--- config.mk ---
export PLATFORM = sky130hd
export DESIGN_NAME = wb_arbiter
export DESIGN_NICKNAME = d
export VERILOG_FILES = /design/src/rtl/wb_arbiter.sv
export SDC_FILE = /design/constraint.sdc
export NUM_CORES = 1
export LEC_CHECK = 0
export ABC_AREA = 1
export ABC_CLOCK_PERIOD_IN_PS = 8090
export CELL_PAD_IN_SITES_DETAIL_PLACEMENT = 0
export CELL_PAD_IN_SITES_GLOBAL_PLACEMENT = 2
export CORE_MARGIN = 5
export CORE_UTILIZATION = 32
export CTS_CLUSTER_SIZE = 8
export DETAILED_ROUTE_END_ITERATION = 12
export PLACE_DENSITY_LB_ADDON = 0.15
export SLEW_MARGIN = 10
export SYNTH_ARGS = -nofsm -noshare
export SYNTH_HDL_FRONTEND = slang
export SYNTH_HIERARCHICAL = 1
export SYNTH_SLANG_ARGS = --single-unit
--- constraint.sdc ---
create_clock -name clk -period 8.09 [get_ports clk]
set_input_delay 2.427 -clock clk [delete_from_list [all_inputs] [get_ports clk]]
set_output_delay 2.427 -clock clk [all_outputs]
set_load 0.005 [all_outputs]
--- src/rtl/wb_arbiter.sv ---
// Writeback arbiter: ALU and LSU results queue in per-source FIFOs and share one register-file write port.
// Latency 2 cycles accept-to-write_rg (1 cycle when WB_BYPASS_EN is defined and the source wins on arrival).
// Backpressure: alu_ready/lsu_ready drop while the source FIFO is full; at most one write is drained per cycle.

module wb_fifo #(
    parameter int W     = 37,
    parameter int DEPTH = 2
) (
    input  logic                      clk,
    input  logic                      rst,
    input  logic                      push,
    input  logic [W-1:0]              push_dat,
    input  logic                      pop,
    output logic [W-1:0]              head_dat,
    output logic                      empty,
    output logic                      full,
    output logic [DEPTH-1:0][W-1:0]   entries,
    output logic [DEPTH-1:0]          entry_vld
);
    // Circular FIFO; exposes every slot plus a valid bit so the owner can scan queued contents.
    localparam int AW = $clog2(DEPTH);

    logic [DEPTH-1:0][W-1:0] mem;
    logic [AW-1:0]           wptr;
    logic [AW-1:0]           rptr;
    logic [AW:0]             cnt;

    always_ff @(posedge clk or posedge rst) begin
        if (rst) begin
            wptr <= '0;
            rptr <= '0;
            cnt  <= '0;
        end else begin
            if (push)
                wptr <= wptr + 1'b1;
            if (pop)
                rptr <= rptr + 1'b1;
            case ({push, pop})
                2'b10:   cnt <= cnt + 1'b1;
                2'b01:   cnt <= cnt - 1'b1;
                default: cnt <= cnt;
            endcase
        end
    end

    always_ff @(posedge clk) begin
        if (push)
            mem[wptr] <= push_dat;
    end

    assign head_dat = mem[rptr];
    assign empty    = (cnt == '0);
    assign full     = (cnt == (AW+1)'(DEPTH));
    assign entries  = mem;

    // A slot is live when its distance from the read pointer is below the occupancy.
    always_comb begin
        entry_vld = '0;
        for (int i = 0; i < DEPTH; i++)
            entry_vld[i] = ({1'b0, AW'(AW'(i) - rptr)} < cnt);
    end
endmodule

module wb_arbiter #(
    parameter int DEPTH = 2
) (
    input  logic        clk,
    input  logic        rst,
    input  logic        alu_valid,
    input  logic [4:0]  alu_rd,
    input  logic [31:0] alu_data,
    output logic        alu_ready,
    input  logic        lsu_valid,
    input  logic [4:0]  lsu_rd,
    input  logic [31:0] lsu_data,
    output logic        lsu_ready,
    output logic [4:0]  write_rg,
    output logic [31:0] write_data,
    output logic [31:0] pend_mask
);
    typedef struct packed {
        logic [4:0]  rd;
        logic [31:0] data;
    } wb_entry_t;

    typedef enum logic {GNT_ALU, GNT_LSU} grant_t;

    localparam int W = $bits(wb_entry_t);

    grant_t                  last_grant;
    wb_entry_t               alu_in, lsu_in, alu_head, lsu_head, grant_ent;
    wb_entry_t [DEPTH-1:0]   alu_ents, lsu_ents;
    logic [DEPTH-1:0]        alu_vld, lsu_vld;
    logic                    alu_empty, alu_full, lsu_empty, lsu_full;
    logic                    alu_fire, lsu_fire, alu_req, lsu_req;
    logic                    grant_alu, grant_lsu, alu_byp, lsu_byp;
    logic                    alu_push, lsu_push, alu_pop, lsu_pop;

    assign alu_in    = '{rd: alu_rd, data: alu_data};
    assign lsu_in    = '{rd: lsu_rd, data: lsu_data};
    assign alu_ready = !alu_full;
    assign lsu_ready = !lsu_full;

    // rd==0 transfers complete the handshake but carry no write.
    assign alu_fire = alu_valid && alu_ready && (alu_rd != 5'd0);
    assign lsu_fire = lsu_valid && lsu_ready && (lsu_rd != 5'd0);

`ifdef WB_BYPASS_EN
    assign alu_req = !alu_empty || alu_fire;
    assign lsu_req = !lsu_empty || lsu_fire;
`else
    assign alu_req = !alu_empty;
    assign lsu_req = !lsu_empty;
`endif

    assign grant_alu = alu_req && (!lsu_req || (last_grant == GNT_LSU));
    assign grant_lsu = lsu_req && !grant_alu;

    // A grant against an empty FIFO can only come from the bypass path.
    assign alu_byp  = grant_alu && alu_empty;
    assign lsu_byp  = grant_lsu && lsu_empty;
    assign alu_push = alu_fire && !alu_byp;
    assign lsu_push = lsu_fire && !lsu_byp;
    assign alu_pop  = grant_alu && !alu_empty;
    assign lsu_pop  = grant_lsu && !lsu_empty;

    wb_fifo #(.W(W), .DEPTH(DEPTH)) u_alu_fifo (
        .clk       (clk),
        .rst       (rst),
        .push      (alu_push),
        .push_dat  (alu_in),
        .pop       (alu_pop),
        .head_dat  (alu_head),
        .empty     (alu_empty),
        .full      (alu_full),
        .entries   (alu_ents),
        .entry_vld (alu_vld)
    );

    wb_fifo #(.W(W), .DEPTH(DEPTH)) u_lsu_fifo (
        .clk       (clk),
        .rst       (rst),
        .push      (lsu_push),
        .push_dat  (lsu_in),
        .pop       (lsu_pop),
        .head_dat  (lsu_head),
        .empty     (lsu_empty),
        .full      (lsu_full),
        .entries   (lsu_ents),
        .entry_vld (lsu_vld)
    );

    always_comb begin
        grant_ent = '0;
        if (grant_alu)
            grant_ent = alu_empty ? alu_in : alu_head;
        else if (grant_lsu)
            grant_ent = lsu_empty ? lsu_in : lsu_head;
    end

    always_ff @(posedge clk or posedge rst) begin
        if (rst) begin
            write_rg   <= '0;
            write_data <= '0;
            last_grant <= GNT_LSU;
        end else begin
            write_rg   <= grant_ent.rd;
            write_data <= grant_ent.data;
            if (grant_alu)
                last_grant <= GNT_ALU;
            else if (grant_lsu)
                last_grant <= GNT_LSU;
        end
    end

    always_comb begin
        pend_mask = '0;
        for (int i = 0; i < DEPTH; i++) begin
            if (alu_vld[i])
                pend_mask[alu_ents[i].rd] = 1'b1;
            if (lsu_vld[i])
                pend_mask[lsu_ents[i].rd] = 1'b1;
        end
        pend_mask[write_rg] = 1'b1;
        pend_mask[0]        = 1'b0;
    end
endmodule

; ---- Word-level counts from Yosys, hierarchy flattened
; Index checks and enable logic that the tools add are counted.
[word_totals]
reg_bits = 194
out_inout_bits = 71
inputBits = 78
word_cells = 121
[op_classes]
bitwise = 4
add_sub_neg = 12
mux = 32
n_reduce_logical = 34
magnitude_cmp = 20
n_eq_ne = 6
[op_table]
columns = operator, count
row1 = $mux W37, 10
row2 = $bwmux W74, 2
row3 = $mux W32, 4
row4 = $or A32 B32 Y32, 4
row5 = $demux W37 S1, 2
row6 = $lt A5 B6 Y1 const B, 5
row7 = $demux W1 S5, 5
row8 = $ge A5 B1 Y1 const B, 5
row9 = $logic_and A1 B1 Y1, 19
row10 = $reduce_bool A5 Y1, 2
row11 = $eq A2 B2 Y1 const B, 4
row12 = $lt A1 B2 Y1, 4
row13 = $lt A1 B2 Y1 const B, 4
row14 = $pmux W2 S2, 2
row15 = $logic_not A1 Y1, 7
row16 = $mux W1, 7
row17 = $reduce_bool A2 Y1, 3
row18 = $add A1 B1 Y1 const B, 4
row19 = $add A2 B1 Y2 const B, 2
row20 = $eq A2 B1 Y1 const B, 2
row21 = $logic_not A2 Y1, 2
row22 = $sub A1 B1 Y1 const A, 4
row23 = $sub A2 B1 Y2 const B, 2
row24 = $ge A1 B1 Y1 const B, 2
row25 = $logic_or A1 B1 Y1, 1

; ---- Logic depth before layout (Yosys ltp)
[depth]
word_depth = 12
mapped_depth = 12
ltp_nobuf = 12

; ---- Hierarchy
; Netlist, hierarchy kept.
[modules_own_cells]
columns = mod, cells_each, area_per_inst_um2, seq_area_each_um2, n_inst
row1 = wb_fifo, 221, 2915.3, 2322.2, 2
row2 = wb_arbiter, 548, 3037.9, 952.2, 1

; ---- Worst setup path after synthesis
; Ideal clock, no wire load.
[synth_path]
path_kind = input-to-reg
from = input port alu_rd[1]
to = register u_alu_fifo.mem, in the netlist u_alu_fifo/entries[0] (enable)
required_time_ns = 7.658
t_arrival_ns = 4.277
slack_ns = 3.381
n_path_buf = 0
setup_ns = 0.432
stages = 6
path_cell_list = nor3_1 -> nand2_1 -> nand3_1 -> inv_1 -> inv_1 -> nor2_1
[synth_via]
elab_chain_len = 3
[synth_lines]
columns = element, line
row1 = from (decl), 70  ; input logic [4:0] alu_rd,
row2 = $reduce_bool A5 Y1, 105  ; assign alu_fire = alu_valid && alu_ready && (alu_rd != 5'd0);
row3 = $logic_and A1 B1 Y1, 105
row4 = $logic_and A1 B1 Y1, 122  ; assign alu_push = alu_fire && !alu_byp;
row5 = via alu_push, 97  ; logic alu_push, lsu_push, alu_pop, lsu_pop;
row6 = "to (signal, indexed assignment)", 48  ; mem[wptr] <= push_dat;
row7 = to (decl), 23  ; logic [DEPTH-1:0][W-1:0] mem;
; The timed path passes the listed nets, and every way through them passes these cells.
; A chain may end at the register's enable or synchronous reset.

; ---- Worst setup path after layout
[layout_path]
from = register u_lsu_fifo.rptr
to = output port pend_mask[31]
[layout_via]
elab_cells_between_ends = 10
cone_classes = add/sub (2) / order compare (2) / mux (3) / bitwise (3)
[layout_lines]
columns = element, line
row1 = from (decl), 25  ; logic [AW-1:0] rptr;
row2 = from (signal assigned), 37  ; rptr <= rptr + 1'b1;
row3 = $sub A1 B1 Y1, 60  ; entry_vld[i] = ({1'b0, AW'(AW'(i) - rptr)} < cnt);
row4 = $lt A1 B2 Y1, 60
row5 = via lsu_vld[1], 93  ; logic [DEPTH-1:0] alu_vld, lsu_vld;
row6 = $mux W32, 181  ; if (lsu_vld[i])
row7 = $or A32 B32 Y32 (no line), n/a
row8 = to (decl), 79  ; output logic [31:0] pend_mask
; The timed path passes the listed nets, and every way through them passes these cells.

==> flow_metrics.py <==
metrics = {
    "final_layout": {
        "multi_input_area_sq_um": 2840,
        "regArea_sq_um": 5600,
        "antenna_cells": 0,
        "drive_gt1_share_pct": 4.19,
        "layout.nets": 1213,
        "final_area_sq_um": 11300,
        "fillers": 2777,
        "area_growth_pct": 27.0,
    },
    "die": {
        "core-area_sq_um": 27600,
        "die_w_um": 176,
        "start_util_pct": 32.2,
        "rows": 61,
        "num_io_pins": 149,
        "fp.dieArea_sq_um": 31100,
        "die_h_um": 176,
    },
    "cts": {
        "cts_tree": "built",
        "clk_pin_slew_worst_paths_ns": 0.07,
        "h-tree-depth": 4,
        "post_cts_buffers": 0,
        "hold_buffers": 0,
        "cts-resized-gates": 0,
        "numCtsBuffers": 17,
        "cts.sinks": 194,
        "cts_buffer_depth": 2,
        "cts_root_buf": "clkbuf_16",
        "clk-insertion-delay-late_ns": 0.43,
    },
    "critical_path": {
        "crit_type": "reg -> out",
        "worstRegToRegCells": 7,
        "cp.required_ns": 5.66,
        "crit_path_start_kind": "flip-flop",
        "worst-path-max-fanout": 38,
        "worstSetupEndpointType": "output pin",
        "crit_arrival_ns": 3.61,
    },
    "place": {
        "port_buffers": 147,
        "place_area_sq_um": 10700,
        "globalplace.congestion": 0.847,
        "place_hpwl_um": 19800,
    },
    "min_path": {
        "holdCritPathClass": "reg -> reg",
        "hold_depth": 2,
    },
    "detailed_routing": {
        "dr_total_vias": 6842,
        "drt-initial-drc-count": 498,
        "viasPerCell": 4.49,
        "drtPass1Iterations": 4,
        "post_drt_wl_per_cell_um": 18.0,
        "ant_nets": 0,
        "drc": 0,
        "routed_wl_um": 27400,
    },
    "pwr": {
        "ir_drop_mv": 0.177,
        "leakagePower_nw": 4.80,
        "power_density_nw_per_um2": 352,
    },
    "synth": {
        "syn_inst": 990,
        "syn_avg_cell_area_sq_um": 8.96,
        "seq_area_frac_synth_pct": 63.1,
        "ys_warn_count": 6,
        "synth_cell_types": 23,
        "ys_ff_latch": 194,
        "syn_nets": 1070,
        "netlist_area_sq_um": 8870,
    },
    "timing": {
        "finalHoldViolations": 0,
        "setup_tns_ns": 0,
        "period_share_pct": 74.6,
        "finalSetupViolCount": 0,
        "worst_slew_pin_slew_ns": 1.18,
        "maxSlewHeadroom_pct": 21.2,
        "timing.fmax_ghz": 0.166,
        "rsz0062_at_grt": "no",
        "slew_violations": 0,
        "final.min_clock_period_ns": 6.04,
        "fin_skew_ns": 0.0120,
    },
    "run_status": {
        "status": "completed",
    },
    "grt": {
        "grt_pass1_vias": 7019,
        "grt_use_total_pct": 17.9,
        "grt_pass1_wl_um": 41600,
        "grt_overflow": 0,
        "antenna_found_initial": 1,
        "grt_max_degree": 41,
    },
    "flow_run": {
        "maxCapViolCount": 0,
    },
}
final cells by class:
class | instances | share of cell area [%]
flip-flops and latches | 194 | 49.7
multi-input cells | 704 | 25.2
repair buffers | 152 | 13.4
well taps | 378 | 4.20
inverters | 64 | 2.13
clock inverters | 14 | 1.50
clock buffers | 18 | 3.81
path summary, 6_finish.rpt:
kind	from	to	slack, ns
max reg2reg	u_alu_fifo/cnt[1]	u_alu_fifo/entries[14]	5.91
max in group asynchronous	rst	write_data[18]	4.81
min reg2reg	u_lsu_fifo/cnt[1]	u_lsu_fifo/cnt[1]	0.50
min in group asynchronous	rst	u_lsu_fifo/wptr	2.36
min	u_lsu_fifo/cnt[1]	u_lsu_fifo/cnt[1]	0.50
max	u_lsu_fifo/rptr	pend_mask[31]	2.05
through the flow:
stage | util (%) | cells | setup WS, ns | power [W] | hold slack (ns)
5_1_grt | 40.9 | 1524 | 1.79 | 0.00426 | 0.554
6_report | 40.9 | 1524 | 2.05 | 0.00397 | 0.497
3_5_place_dp | 38.7 | 1492 | 2.56 | 0.00319 | 0.488
4_1_cts | 40.9 | 1524 | 2.07 | 0.00404 | 0.503
3_3_place_gp | 38.7 | 1492 | 2.60 | 0.00319 | 0.484
2_1_floorplan | - | 990 | 3.38 | 0.00247 | 0.463
report_power, final:
part           total (W)  internal (W)  switching (W)
registers        0.00155       0.00139       0.000153
logic            0.00158      0.000555        0.00102
clock network   0.000841      0.000443       0.000398
total            0.00397       0.00239        0.00157
registers in the layout, summed over array words and instances (netlist names), 2 cells and up:
register and cells:
u_lsu_fifo/cnt 2, write_rg 5, u_lsu_fifo/entries 74, u_alu_fifo/entries 74, u_alu_fifo/cnt 2, write_data 32
cell families (layout without fill, tap and decap cells):
logic type | Yosys count | count (layout) | share of synthesized area [%]
buf+inv | 92 | 248 | 5.01
other cells | 1 | 1 | 0.0423
flops | 194 | 194 | 63.1
xor+xnor | 6 | 6 | 0.593
compound gates | 10 | 10 | 0.635
simple gates | 685 | 685 | 30.3
fa+ha+maj | 2 | 2 | 0.282
cells in the final DEF, fill, tap and decap left out:
cell,Yosys,routed
nand2_1,403,403
nor2_1,192,190
edfxtp_1,148,148
clkdlybuf4s50_1,0,147
nand3_1,82,82
inv_1,60,59
dfrtp_1,45,45
clkbuf_16,0,17
o21ai_0,5,5
inv_2,4,5
inv_8,0,5
buf_4,7,5
a21oi_1,4,4
xor2_1,4,4
nor3_1,3,3
or2_2,2,2
clkinv_4,0,2
clkinvlp_4,0,2
clkinv_8,0,2
inv_6,0,2
xnor2_1,2,2
nor2_4,0,2
nand4_1,2,2
ha_1,2,2
nor2_2,1,1
o21bai_2,1,1
conb_1,1,1
bufinv_16,0,1
clkbuf_1,3,1
dfstp_2,1,1
worst max-delay path, cell delays in order (launching register included):
cell             delay, ns
dfrtp_1               0.73
inv_2                 0.48
o21ai_0               0.55
nand3_1               0.52
nor2_1                0.25
nor2_1                0.06
nand3_1               0.09
clkdlybuf4s50_1       0.50
synthesized netlist by cell type:
cell | n | area share [%]
buf_4 | 7 | 0.59
nand2_1 | 403 | 17
nand4_1 | 2 | 0.14
a21oi_1 | 4 | 0.23
buf_2 | 10 | 0.56
ha_1 | 2 | 0.28
nor2_1 | 192 | 8.1
dfrtp_1 | 45 | 13
o21bai_2 | 1 | 0.13
or2_2 | 2 | 0.14
nor3_1 | 3 | 0.17
conb_1 | 1 | 0.042
buf_6 | 8 | 1.0
inv_2 | 4 | 0.17
o21ai_0 | 5 | 0.28
dfstp_2 | 1 | 0.30
xnor2_1 | 2 | 0.20
nand3_1 | 82 | 4.6
xor2_1 | 4 | 0.39
clkbuf_1 | 3 | 0.13
inv_1 | 60 | 2.5
nor2_2 | 1 | 0.071
edfxtp_1 | 148 | 50
layer usage:
metal,global-route usage (%),vias to the layer above,share of wire [%]
met1,21.6,3227,41
met5,0,-,0.073
li1,-,3439,-
met3,3.06,26,3.8
met2,33.0,148,54
met4,5.22,2,1.8
Power figures use the tool's default switching activity.
